--- src/rtl/i1_cap_pkg.sv ---
// ---------------------------------------------------------------------------
// i1_cap_pkg
// Shared definitions for the i1 event-capture block.
//   - Bit positions of the 16-bit i1 decode vector. The vector is packed
//     MSB first as {V38_0, V30_0, V28_0, V37_0, V27_0..V27_4, V36_0, V35_0,
//     V34_0, V33_0, V32_0, V31_0, V29_0}.
//   - Default parameter values for the capture block.
//   - The event record layout {ts, vec} at the default timestamp width.
// ---------------------------------------------------------------------------
package i1_cap_pkg;

   localparam int VEC_W = 16;

   localparam int DEF_DEPTH  = 4;
   localparam int DEF_TS_W   = 12;
   localparam int DEF_DROP_W = 8;

   localparam int IDX_V29_0 = 0;
   localparam int IDX_V31_0 = 1;
   localparam int IDX_V32_0 = 2;
   localparam int IDX_V33_0 = 3;
   localparam int IDX_V34_0 = 4;
   localparam int IDX_V35_0 = 5;
   localparam int IDX_V36_0 = 6;
   localparam int IDX_V27_4 = 7;
   localparam int IDX_V27_3 = 8;
   localparam int IDX_V27_2 = 9;
   localparam int IDX_V27_1 = 10;
   localparam int IDX_V27_0 = 11;
   localparam int IDX_V37_0 = 12;
   localparam int IDX_V28_0 = 13;
   localparam int IDX_V30_0 = 14;
   localparam int IDX_V38_0 = 15;

   // Event record: timestamp in the upper bits, decode vector in the lower
   // bits. ev_data of the capture block uses this same ordering for any
   // timestamp width.
   typedef struct packed {
      logic [DEF_TS_W-1:0] ts;
      logic [VEC_W-1:0]    vec;
   } ev_rec_t;

   // Width of a packed event record for a given timestamp width.
   function automatic int rec_width(input int ts_w);
      return ts_w + VEC_W;
   endfunction

endpackage

--- src/rtl/i1_cap_fifo.sv ---
// ---------------------------------------------------------------------------
// i1_cap_fifo
// Generic synchronous FIFO with a registered head output.
//   clock    in   rising-edge clock
//   reset_n  in   asynchronous active-low reset
//   flush    in   synchronous empty; wins over push and pop
//   push     in   write wr_data (accepted when not full, or full with a pop)
//   pop      in   drop the head entry (ignored when empty)
//   wr_data  in   WIDTH data to write
//   rd_data  out  head entry, registered; zero while empty
//   full     out  occupancy == DEPTH
//   empty    out  occupancy == 0
//   count    out  occupancy, $clog2(DEPTH)+1 bits
// DEPTH must be a power of two >= 2. Pointers carry one extra wrap bit so
// full and empty are distinguishable without a separate counter.
// ---------------------------------------------------------------------------
module i1_cap_fifo #(
   parameter int DEPTH = 4,
   parameter int WIDTH = 28
) (
   input  logic                       clock,
   input  logic                       reset_n,
   input  logic                       flush,
   input  logic                       push,
   input  logic                       pop,
   input  logic [WIDTH-1:0]           wr_data,
   output logic [WIDTH-1:0]           rd_data,
   output logic                       full,
   output logic                       empty,
   output logic [$clog2(DEPTH):0]     count
);

   localparam int AW = $clog2(DEPTH);
   localparam logic [AW:0] PTR_ONE = (AW+1)'(1);
   localparam logic [AW:0] DEPTH_C = (AW+1)'(DEPTH);

   logic [WIDTH-1:0] mem [DEPTH];

   logic [AW:0]      wr_ptr_reg;
   logic [AW:0]      rd_ptr_reg;
   logic [AW:0]      wr_ptr_next;
   logic [AW:0]      rd_ptr_next;
   logic [WIDTH-1:0] rd_data_reg;
   logic             do_push;
   logic             do_pop;

   assign count = wr_ptr_reg - rd_ptr_reg;
   assign full  = (count == DEPTH_C);
   assign empty = (wr_ptr_reg == rd_ptr_reg);

   assign do_pop  = pop & ~empty;
   // A pop in the same cycle frees the slot, so a full FIFO still accepts.
   assign do_push = push & (~full | do_pop);

   always_comb begin
      wr_ptr_next = wr_ptr_reg;
      rd_ptr_next = rd_ptr_reg;
      if (flush) begin
         wr_ptr_next = '0;
         rd_ptr_next = '0;
      end else begin
         if (do_push) wr_ptr_next = wr_ptr_reg + PTR_ONE;
         if (do_pop)  rd_ptr_next = rd_ptr_reg + PTR_ONE;
      end
   end

   always_ff @(posedge clock or negedge reset_n) begin
      if (!reset_n) begin
         wr_ptr_reg <= '0;
         rd_ptr_reg <= '0;
      end else begin
         wr_ptr_reg <= wr_ptr_next;
         rd_ptr_reg <= rd_ptr_next;
      end
   end

   // Storage array: no reset so it maps onto RAM.
   always_ff @(posedge clock) begin
      if (do_push && !flush) begin
         mem[wr_ptr_reg[AW-1:0]] <= wr_data;
      end
   end

   // Head register is loaded from the next head address. When the entry
   // being written this cycle becomes the new head (the FIFO would otherwise
   // be empty after the pop), its data is taken from wr_data because the
   // array write has not landed yet.
   always_ff @(posedge clock or negedge reset_n) begin
      if (!reset_n) begin
         rd_data_reg <= '0;
      end else if (flush || (wr_ptr_next == rd_ptr_next)) begin
         rd_data_reg <= '0;
      end else if (do_push && (wr_ptr_reg == rd_ptr_next)) begin
         rd_data_reg <= wr_data;
      end else begin
         rd_data_reg <= mem[rd_ptr_next[AW-1:0]];
      end
   end

   assign rd_data = rd_data_reg;

endmodule

--- src/rtl/i1_event_capture.sv ---
// ---------------------------------------------------------------------------
// i1_event_capture
// Watches the 16 outputs of the i1 decode stage and queues a timestamped
// record every time the sampled vector differs from the last committed
// snapshot. Records drain through a valid/ready handshake.
//   clock      in   rising-edge clock
//   reset_n    in   asynchronous active-low reset
//   sample_en  in   sample dec_vec this cycle
//   dec_vec    in   packed i1 decode outputs (see i1_cap_pkg for bit map)
//   clear      in   synchronous flush of FIFO, drop accounting and snapshot;
//                   the timestamp keeps running
//   ev_valid   out  head record available
//   ev_ready   in   consumer takes the head record
//   ev_data    out  {timestamp, vector} of the head record
//   ev_count   out  FIFO occupancy
//   overflow   out  sticky: a record was lost
//   drop_cnt   out  number of lost records, saturating
// ---------------------------------------------------------------------------
module i1_event_capture
   import i1_cap_pkg::*;
#(
   parameter int DEPTH  = DEF_DEPTH,
   parameter int TS_W   = DEF_TS_W,
   parameter int DROP_W = DEF_DROP_W
) (
   input  logic                        clock,
   input  logic                        reset_n,
   input  logic                        sample_en,
   input  logic [VEC_W-1:0]            dec_vec,
   input  logic                        clear,
   output logic                        ev_valid,
   input  logic                        ev_ready,
   output logic [TS_W+VEC_W-1:0]       ev_data,
   output logic [$clog2(DEPTH):0]      ev_count,
   output logic                        overflow,
   output logic [DROP_W-1:0]           drop_cnt
);

   localparam int REC_W = rec_width(TS_W);
   localparam logic [TS_W-1:0]   TS_ONE   = TS_W'(1);
   localparam logic [DROP_W-1:0] DROP_ONE = DROP_W'(1);
   localparam logic [DROP_W-1:0] DROP_MAX = '1;

   logic [TS_W-1:0]   ts_reg;
   logic [VEC_W-1:0]  snap_reg;
   logic              snap_valid_reg;
   logic              overflow_reg;
   logic [DROP_W-1:0] drop_cnt_reg;

   logic              change;
   logic              push_req;
   logic              pop;
   logic              drop;
   logic              fifo_full;
   logic              fifo_empty;
   logic [REC_W-1:0]  rec;

   // Without a committed snapshot every enabled sample counts as a change.
   assign change   = sample_en & (~snap_valid_reg | (dec_vec != snap_reg));
   assign push_req = change & ~clear;
   assign ev_valid = ~fifo_empty;
   assign pop      = ev_valid & ev_ready;
   // A simultaneous pop makes room, so only a full FIFO with no pop loses
   // the record.
   assign drop     = push_req & fifo_full & ~pop;
   assign rec      = {ts_reg, dec_vec};

   i1_cap_fifo #(
      .DEPTH (DEPTH),
      .WIDTH (REC_W)
   ) u_fifo (
      .clock   (clock),
      .reset_n (reset_n),
      .flush   (clear),
      .push    (push_req),
      .pop     (pop),
      .wr_data (rec),
      .rd_data (ev_data),
      .full    (fifo_full),
      .empty   (fifo_empty),
      .count   (ev_count)
   );

   always_ff @(posedge clock or negedge reset_n) begin
      if (!reset_n) begin
         ts_reg <= '0;
      end else begin
         ts_reg <= ts_reg + TS_ONE;
      end
   end

   // The snapshot follows every detected change, including dropped ones,
   // so the next change is measured against what was actually observed.
   always_ff @(posedge clock or negedge reset_n) begin
      if (!reset_n) begin
         snap_reg       <= '0;
         snap_valid_reg <= 1'b0;
      end else if (clear) begin
         snap_reg       <= '0;
         snap_valid_reg <= 1'b0;
      end else if (change) begin
         snap_reg       <= dec_vec;
         snap_valid_reg <= 1'b1;
      end
   end

   always_ff @(posedge clock or negedge reset_n) begin
      if (!reset_n) begin
         overflow_reg <= 1'b0;
         drop_cnt_reg <= '0;
      end else if (clear) begin
         overflow_reg <= 1'b0;
         drop_cnt_reg <= '0;
      end else if (drop) begin
         overflow_reg <= 1'b1;
         if (drop_cnt_reg != DROP_MAX) begin
            drop_cnt_reg <= drop_cnt_reg + DROP_ONE;
         end
      end
   end

   assign overflow = overflow_reg;
   assign drop_cnt = drop_cnt_reg;

endmodule

--- config.mk ---
export PLATFORM = sky130hd
export DESIGN_NAME = i1_event_capture
export DESIGN_NICKNAME = d
export VERILOG_FILES = /design/src/rtl/i1_cap_pkg.sv /design/src/rtl/i1_cap_fifo.sv /design/src/rtl/i1_event_capture.sv
export SDC_FILE = /design/constraint.sdc
export NUM_CORES = 1
export LEC_CHECK = 0
export ABC_AREA = 1
export ABC_CLOCK_PERIOD_IN_PS = 4400
export BUFFER_PORTS_ARGS = -buffer_cell sky130_fd_sc_hd__buf_2
export CORE_MARGIN = 5
export CORE_UTILIZATION = 55
export DETAILED_ROUTE_END_ITERATION = 10
export PLACE_DENSITY = 0.76
export SYNTH_ARGS = -nofsm -noshare
export SYNTH_HDL_FRONTEND = slang
export SYNTH_HIERARCHICAL = 1
export SYNTH_SLANG_ARGS = --single-unit
--- constraint.sdc ---
create_clock -name clock -period 4.4 [get_ports clock]
set_input_delay 0.44 -clock clock [delete_from_list [all_inputs] [get_ports clock]]
set_output_delay 0.44 -clock clock [all_outputs]
set_load 0.01 [all_outputs]
; ---- Word-level counts from Yosys, hierarchy flattened
; Memory sizes are Yosys's and may differ from the RTL's.
; Index checks and enable logic that the tools add are counted.
[totals]
reg_bits = 72
ram_bits = 112
inputBits = 21
output_inout_bits = 41
elab_cells = 59
mem_count = 1
[mem_list]
columns = name, depth, word_bits, rd, rd_clocked_by_memory_dff, wr, line
row1 = u_fifo.mem, 4, 28, 1, 0, 1, i1_cap_fifo.sv:37  ; logic [WIDTH-1:0] mem [DEPTH];
[classes]
n_addsub = 5
n_eq_ne = 6
mux = 17
n_bitwise = 14
n_reduce_logical = 8
[ops]
columns = op, n
row1 = 28-bit 2-to-1 mux, 2
row2 = 16-bit 2-to-1 mux, 2
row3 = 8-bit 2-to-1 mux, 3
row4 = 16-bit != test, 1
row5 = 12-bit by 1-bit adder with 12-bit output (second input constant), 1
row6 = 3-bit 2-to-1 mux, 4
row7 = 3-bit equality test, 3
row8 = 8-bit by 1-bit adder with 8-bit output (second input constant), 1
row9 = 8-bit != test (second input constant), 1
row10 = 1-bit bitwise AND, 7
row11 = 3-bit by 1-bit adder with 3-bit output (second input constant), 2
row12 = 1-bit 2-to-1 mux, 6
row13 = 2-bit nonzero test, 3
row14 = 1-bit NOT, 5
row15 = 3-bit equality test (second input constant), 1
row16 = 3-bit subtractor, 1
row17 = 1-bit logical AND, 2
row18 = 1-bit bitwise OR, 2
row19 = 2-bit AND reduction, 1
row20 = 1-bit zero test, 1
row21 = 1-bit logical OR, 1

; ---- Logic depth before layout (Yosys ltp)
[depth]
depth_word = 11
depth_mapped = 19
ltp_nobuf = 18

; ---- Modules after synthesis
; Netlist, hierarchy kept.
[by_module_without_submodules]
columns = mod, n_inst, cells_per_inst, area_per_inst_um2, seq_area_each_um2
row1 = i1_cap_fifo, 1, 612, 6538.8, 4214.0
row2 = i1_event_capture, 1, 227, 2044.5, 950.9

; ---- Worst setup path before layout
; No wires, ideal clock.
[synth_path]
path_kind = register -> register
startpoint = reg u_fifo.wr_ptr_reg[0]
endpoint = mem u_fifo.mem[3][0], enable pin
setup_time_ns = 0.413
t_arrival_ns = 2.946
required_time_ns = 3.987
slack_ns = 1.041
stages_incl_launch_ff = 14
path_buffers = 0
period_less_slack_ns = 3.359
path_cell_list = dfrtp_1 -> inv_1 -> ha_1 -> nand2_1 -> inv_1 -> nand3_4 -> inv_1 -> nor2_1 -> nand2_4 -> nand3_4 -> nand2_2 -> inv_1 -> nand2_1 -> nor2_1
[synth_via]
elab_chain_len = 9
word_cells_on_any_way = 12
cone_classes = add/sub: 1 / eq/ne: 2 / mux: 2 / bitwise: 6 / reduce/logical: 1
[synth_lines]
columns = element, line
row1 = from (decl), i1_cap_fifo.sv:39  ; logic [AW:0] wr_ptr_reg;
row2 = from (signal assigned), i1_cap_fifo.sv:72  ; wr_ptr_reg <= wr_ptr_next;
row3 = 3-bit equality test, i1_cap_fifo.sv:49  ; assign empty = (wr_ptr_reg == rd_ptr_reg);
row4 = named net fifo_empty, i1_event_capture.sv:55  ; logic fifo_empty;
row5 = 1-bit NOT, i1_event_capture.sv:61  ; assign ev_valid = ~fifo_empty;
row6 = 1-bit bitwise AND, i1_event_capture.sv:62  ; assign pop = ev_valid & ev_ready;
row7 = named net pop, i1_event_capture.sv:52  ; logic pop;
row8 = 1-bit bitwise AND, i1_cap_fifo.sv:51  ; assign do_pop = pop & ~empty;
row9 = 1-bit bitwise OR, i1_cap_fifo.sv:53  ; assign do_push = push & (~full | do_pop);
row10 = 1-bit bitwise AND, i1_cap_fifo.sv:53
row11 = 1-bit logical AND, i1_cap_fifo.sv:79  ; if (do_push && !flush) begin
row12 = 1-bit 2-to-1 mux, i1_cap_fifo.sv:79
row13 = 1-bit 2-to-1 mux (implied by the code), i1_cap_fifo.sv:80  ; mem[wr_ptr_reg[AW-1:0]] <= wr_data;
row14 = to (decl), i1_cap_fifo.sv:37
; The timed path passes the listed nets, and every way through them passes these cells.

; ---- Worst setup path after layout
[layout_path]
startpoint = reg u_fifo.wr_ptr_reg[0]
endpoint = reg u_fifo.rd_data_reg[1], in the netlist u_fifo/rd_data[1]
[layout_via]
elab_chain_len = 11
word_cells_on_any_way = 21
cone_classes = add/sub: 2 / eq/ne: 4 / mux: 6 / bitwise: 6 / reduce/logical: 2 / memory: 1
[layout_lines]
columns = element, line
row1 = 3-bit equality test (*), i1_cap_fifo.sv:49
row2 = named net fifo_empty, i1_event_capture.sv:55
row3 = 1-bit NOT (*), i1_event_capture.sv:61
row4 = 1-bit bitwise AND (*), i1_event_capture.sv:62
row5 = named net pop, i1_event_capture.sv:52
row6 = 1-bit bitwise AND (*), i1_cap_fifo.sv:51
row7 = 1-bit bitwise OR, i1_cap_fifo.sv:53
row8 = 1-bit bitwise AND, i1_cap_fifo.sv:53
row9 = 3-bit 2-to-1 mux, i1_cap_fifo.sv:62  ; if (do_push) wr_ptr_next = wr_ptr_reg + PTR_ONE;
row10 = 3-bit 2-to-1 mux, i1_cap_fifo.sv:58  ; if (flush) begin
row11 = 3-bit equality test, i1_cap_fifo.sv:91  ; end else if (flush || (wr_ptr_next == rd_ptr_next)) begin
row12 = 1-bit logical OR, i1_cap_fifo.sv:91
row13 = 28-bit 2-to-1 mux (*), i1_cap_fifo.sv:91
row14 = to (signal assigned), i1_cap_fifo.sv:94  ; rd_data_reg <= wr_data;
row15 = to (signal assigned), i1_cap_fifo.sv:96  ; rd_data_reg <= mem[rd_ptr_next[AW-1:0]];
row16 = to (decl), i1_cap_fifo.sv:43  ; logic [WIDTH-1:0] rd_data_reg;
; The timed path passes the listed nets; every way through them passes the cells marked *.
; A chain may end at the register's enable or synchronous reset.

==> flow_metrics.tcl <==
set metrics [dict create \
    status "complete, no violations" \
    synth_edf_count 112 \
    seqPwrFrac 0.445 \
    synth.avg_cell_area_um2 10.2 \
    dieArea_um2 18200 \
    r2r-end "u_fifo/rd_data[1]$_DFF_PN0_" \
    syn_area_um2 8580 \
    crit_chain "inv_1 -> ha_1 -> nand2_1 -> inv_1 -> nand3_4 -> inv_1 -> nor2_1 -> nand3_1 -> nand3_2 -> buf_4 -> nand2_1 -> nand2_2 -> nand3_4 -> nand2_1 -> nand2_1 -> nor2_1" \
    pwr-share-clk 0.345 \
    ys_async_sr_fraction 0.391 \
    synth_fa_ha_area_frac 0.0155 \
    path_buf_inv 4 \
    cts_setup_buffers 0 \
    portBuffers 61 \
    yosys.area.top_type "edfxtp_1" \
    area_delta_synth_final_pct 11.4 \
    grt_pass1_vias 5806 \
    stdcell_count 1121 \
    slew_headroom 0.359 \
    setup_viol 0 \
    insertion_delay_ns 0.43 \
    insertedDiodeCount 0 \
    rsz0062_at_grt "no" \
    combinationalPowerShare 0.210 \
    final_hold_viol_count 0 \
    highest_layer "met4" \
    reg2reg_slack_ns 0.88 \
    wl_per_cell_um 16.5 \
    ys_seq_area_frac 0.602 \
    grt_overflow 0 \
    wl_met3_mm 1.16 \
    ant_nets 0 \
    dpl.cell_count 1089 \
    wirelength_mm 18.5 \
    wl_met2_mm 9.02 \
    rows 45 \
    vdd_ir_drop_max_uv 319 \
    synthCells 839 \
    max_cap_viol_count 0 \
    crit_path_max_fanout 58 \
    critical_path_arrival_ns 3.88 \
    grt_max_degree 73 \
    final.period_utilization 0.799 \
    p_sw_w 0.00134 \
    final_cell_mix "270 x nand2_1, 112 x edfxtp_1, 87 x inv_1" \
    ctsResizeCount 0 \
    grt_usage 0.210 \
    drcViolationCount 0 \
    tns_ns 0 \
    intPower_w 0.00315 \
    r2r_cells 16 \
    die_y_um 135 \
    period_needed_ns 3.52 \
    drt_first_pass_iters 5 \
    nets 928 \
    antenna_found_initial 0 \
    netlist.area_leader.share 0.392 \
    ys_ff_latch 184 \
    hpwl_mm 11.3 \
    htree_levels 4 \
    switching_share 0.299 \
    p_leak_nw 4.42 \
    synth_compound_area_frac 0.0278 \
    tritoncts "built" \
    coreArea_um2 15300 \
    finalClockSkew_ns 0.00635 \
    final_common_cell "nand2_1" \
    drt_iter0_drc 546 \
    synth_warnings 6 \
    hold_path_class "in -> async" \
    crit_path_end_kind "flip-flop" \
    clock-sinks 184 \
    critical_path.top_delay_family "simple AND/OR/NAND/NOR gates" \
    crit_required_ns 4.76 \
    worst-setup-path-type "reg -> reg" \
    start_util 0.563 \
    netlist_top_cells_area "edfxtp_1 39%, dfrtp_1 21%, nand2_1 12%, nand3_1 4.9%, inv_1 3.8%" \
    path_common_cell "nand2_1" \
    grt_first_pass_wirelength_mm 29.7 \
    drive_gt1_frac 0.196 \
    largest_reg_flops 112 \
    viasPerCell 5.31 \
    hold_buffers 0 \
    cts_inserted_buffers 17 \
    slew_violations 0 \
    p_per_area_nw_per_um2 470 \
    clockRootBuffer "clkbuf_16" \
    fmax_ghz 0.284 \
    ys.flop_type "edfxtp_1" \
    cp_slowest_stage_delay_ns 0.52 \
    startpoint_type "flip-flop" \
    io_pins 62 \
    vias 5958 \
    synthesis.nets 870 \
    cp_slowest_cell "buf_4" \
    synthMuxAreaShare 0 \
    synth-xor-area-share 0.0194 \
    met1_length_mm 7.90 \
    synth_cell_type_count 36 \
    fillers 1208 \
    die_x_um 135 \
    synth_top_family_by_area "simple AND/OR/NAND/NOR gates" \
    reg2reg_from "u_fifo/wr_ptr_reg[0]$_DFF_PN0_" \
    clk_pin_slew_ns 0.07 \
    clockBufferDepth 2 \
    gp_congestion 0.798 \
    synthSimpleGateAreaFrac 0.261 \
    tightest_slew_ns 0.961 \
]
metal layers:
| metal | global-route usage | vias up |
|---|---|---|
| li1 | - | 2866 |
| met1 | 0.275 | 2845 |
| met2 | 0.343 | 213 |
| met3 | 0.0443 | 34 |
| met4 | 0.0848 | 0 |
| met5 | 0 | - |
final cells by class:
class / count / area, um2 / area share
Clock buffer: 17 / 425 / 0.0445
Clock inverter: 15 / 179 / 0.0187
Inverter: 94 / 353 / 0.0369
Multi-Input combinational cell: 528 / 2790 / 0.291
Sequential cell: 184 / 5160 / 0.540
Tap cell: 211 / 264 / 0.0276
Timing Repair Buffer: 72 / 390 / 0.0408
cell families (layout without fill, tap and decap cells):
kind of cell,Yosys count,count (layout)
fa+ha+maj,10,10
compound gates,29,29
xor+xnor,19,19
simple gates,470,470
flops,184,184
buf+inv,127,198
synth_stat cells (2+ instances only):
cell type	n
nor2_1	26
inv_1	87
o21ai_1	6
nor2_2	23
nand2_4	5
buf_2	9
xnor2_1	6
nand2_1	270
o21ai_0	5
edfxtp_1	112
dfrtp_1	72
nand3_2	5
a21oi_1	5
nand3_4	4
nand4_1	31
buf_8	2
nand3b_1	5
o22ai_2	10
nand3_1	84
inv_2	5
nand2_2	11
ha_1	9
clkinv_1	2
xor2_1	13
buf_4	9
buf_6	13
worst max path at each step:
stage | startpoint | end | slack [ns] | cells past startpoint
2_1_floorplan | u_fifo/wr_ptr_reg[0]$_DFF_PN0_ | u_fifo/mem[3][0]$_DFFE_PP_ | 1.04 | 13
3_3_place_gp | u_fifo/wr_ptr_reg[0]$_DFF_PN0_ | u_fifo/rd_data[23]$_DFF_PN0_ | 1.08 | 17
3_5_place_dp | u_fifo/wr_ptr_reg[0]$_DFF_PN0_ | u_fifo/rd_data[23]$_DFF_PN0_ | 0.93 | 17
4_1_cts | u_fifo/wr_ptr_reg[0]$_DFF_PN0_ | u_fifo/rd_data[23]$_DFF_PN0_ | 0.91 | 17
5_1_grt | u_fifo/wr_ptr_reg[0]$_DFF_PN0_ | u_fifo/rd_data[22]$_DFF_PN0_ | 0.57 | 16
6_report | u_fifo/wr_ptr_reg[0]$_DFF_PN0_ | u_fifo/rd_data[1]$_DFF_PN0_ | 0.88 | 16
per-stage QoR:
step | power [W] | worst slack [ns] | util | cell area [um2] | hold slack, ns
after floorplan | 0.00273 | 1.04 | - | 8580 | 0.144
after global placement | 0.00296 | 1.08 | 0.587 | 8960 | 0.481
after detailed placement | 0.00298 | 0.932 | 0.587 | 8960 | 0.486
after CTS | 0.00452 | 0.909 | 0.627 | 9560 | 0.195
after global routing | 0.00470 | 0.571 | 0.627 | 9560 | 0.239
final | 0.00450 | 0.884 | 0.627 | 9560 | 0.151
worst reg2reg max path: stages (launching register included):
cell	delay, ns
dfrtp_1	0.42
inv_1	0.13
ha_1	0.36
nand2_1	0.07
inv_1	0.06
nand3_4	0.08
inv_1	0.08
nor2_1	0.31
nand3_1	0.16
nand3_2	0.12
buf_4	0.52
nand2_1	0.14
nand2_2	0.26
nand3_4	0.37
nand2_1	0.21
nand2_1	0.07
nor2_1	0.10
power groups by stage:
stage          sequential, W  clock, W  combinational (W)
5_1_grt              0.00201   0.00164            0.00104
3_3_place_gp         0.00204         0           0.000925
4_1_cts              0.00200   0.00157           0.000949
6_report             0.00200   0.00155           0.000945
3_5_place_dp         0.00204         0           0.000940
2_1_floorplan        0.00209         0           0.000640
No activity file was read; power rests on OpenSTA's default activity.
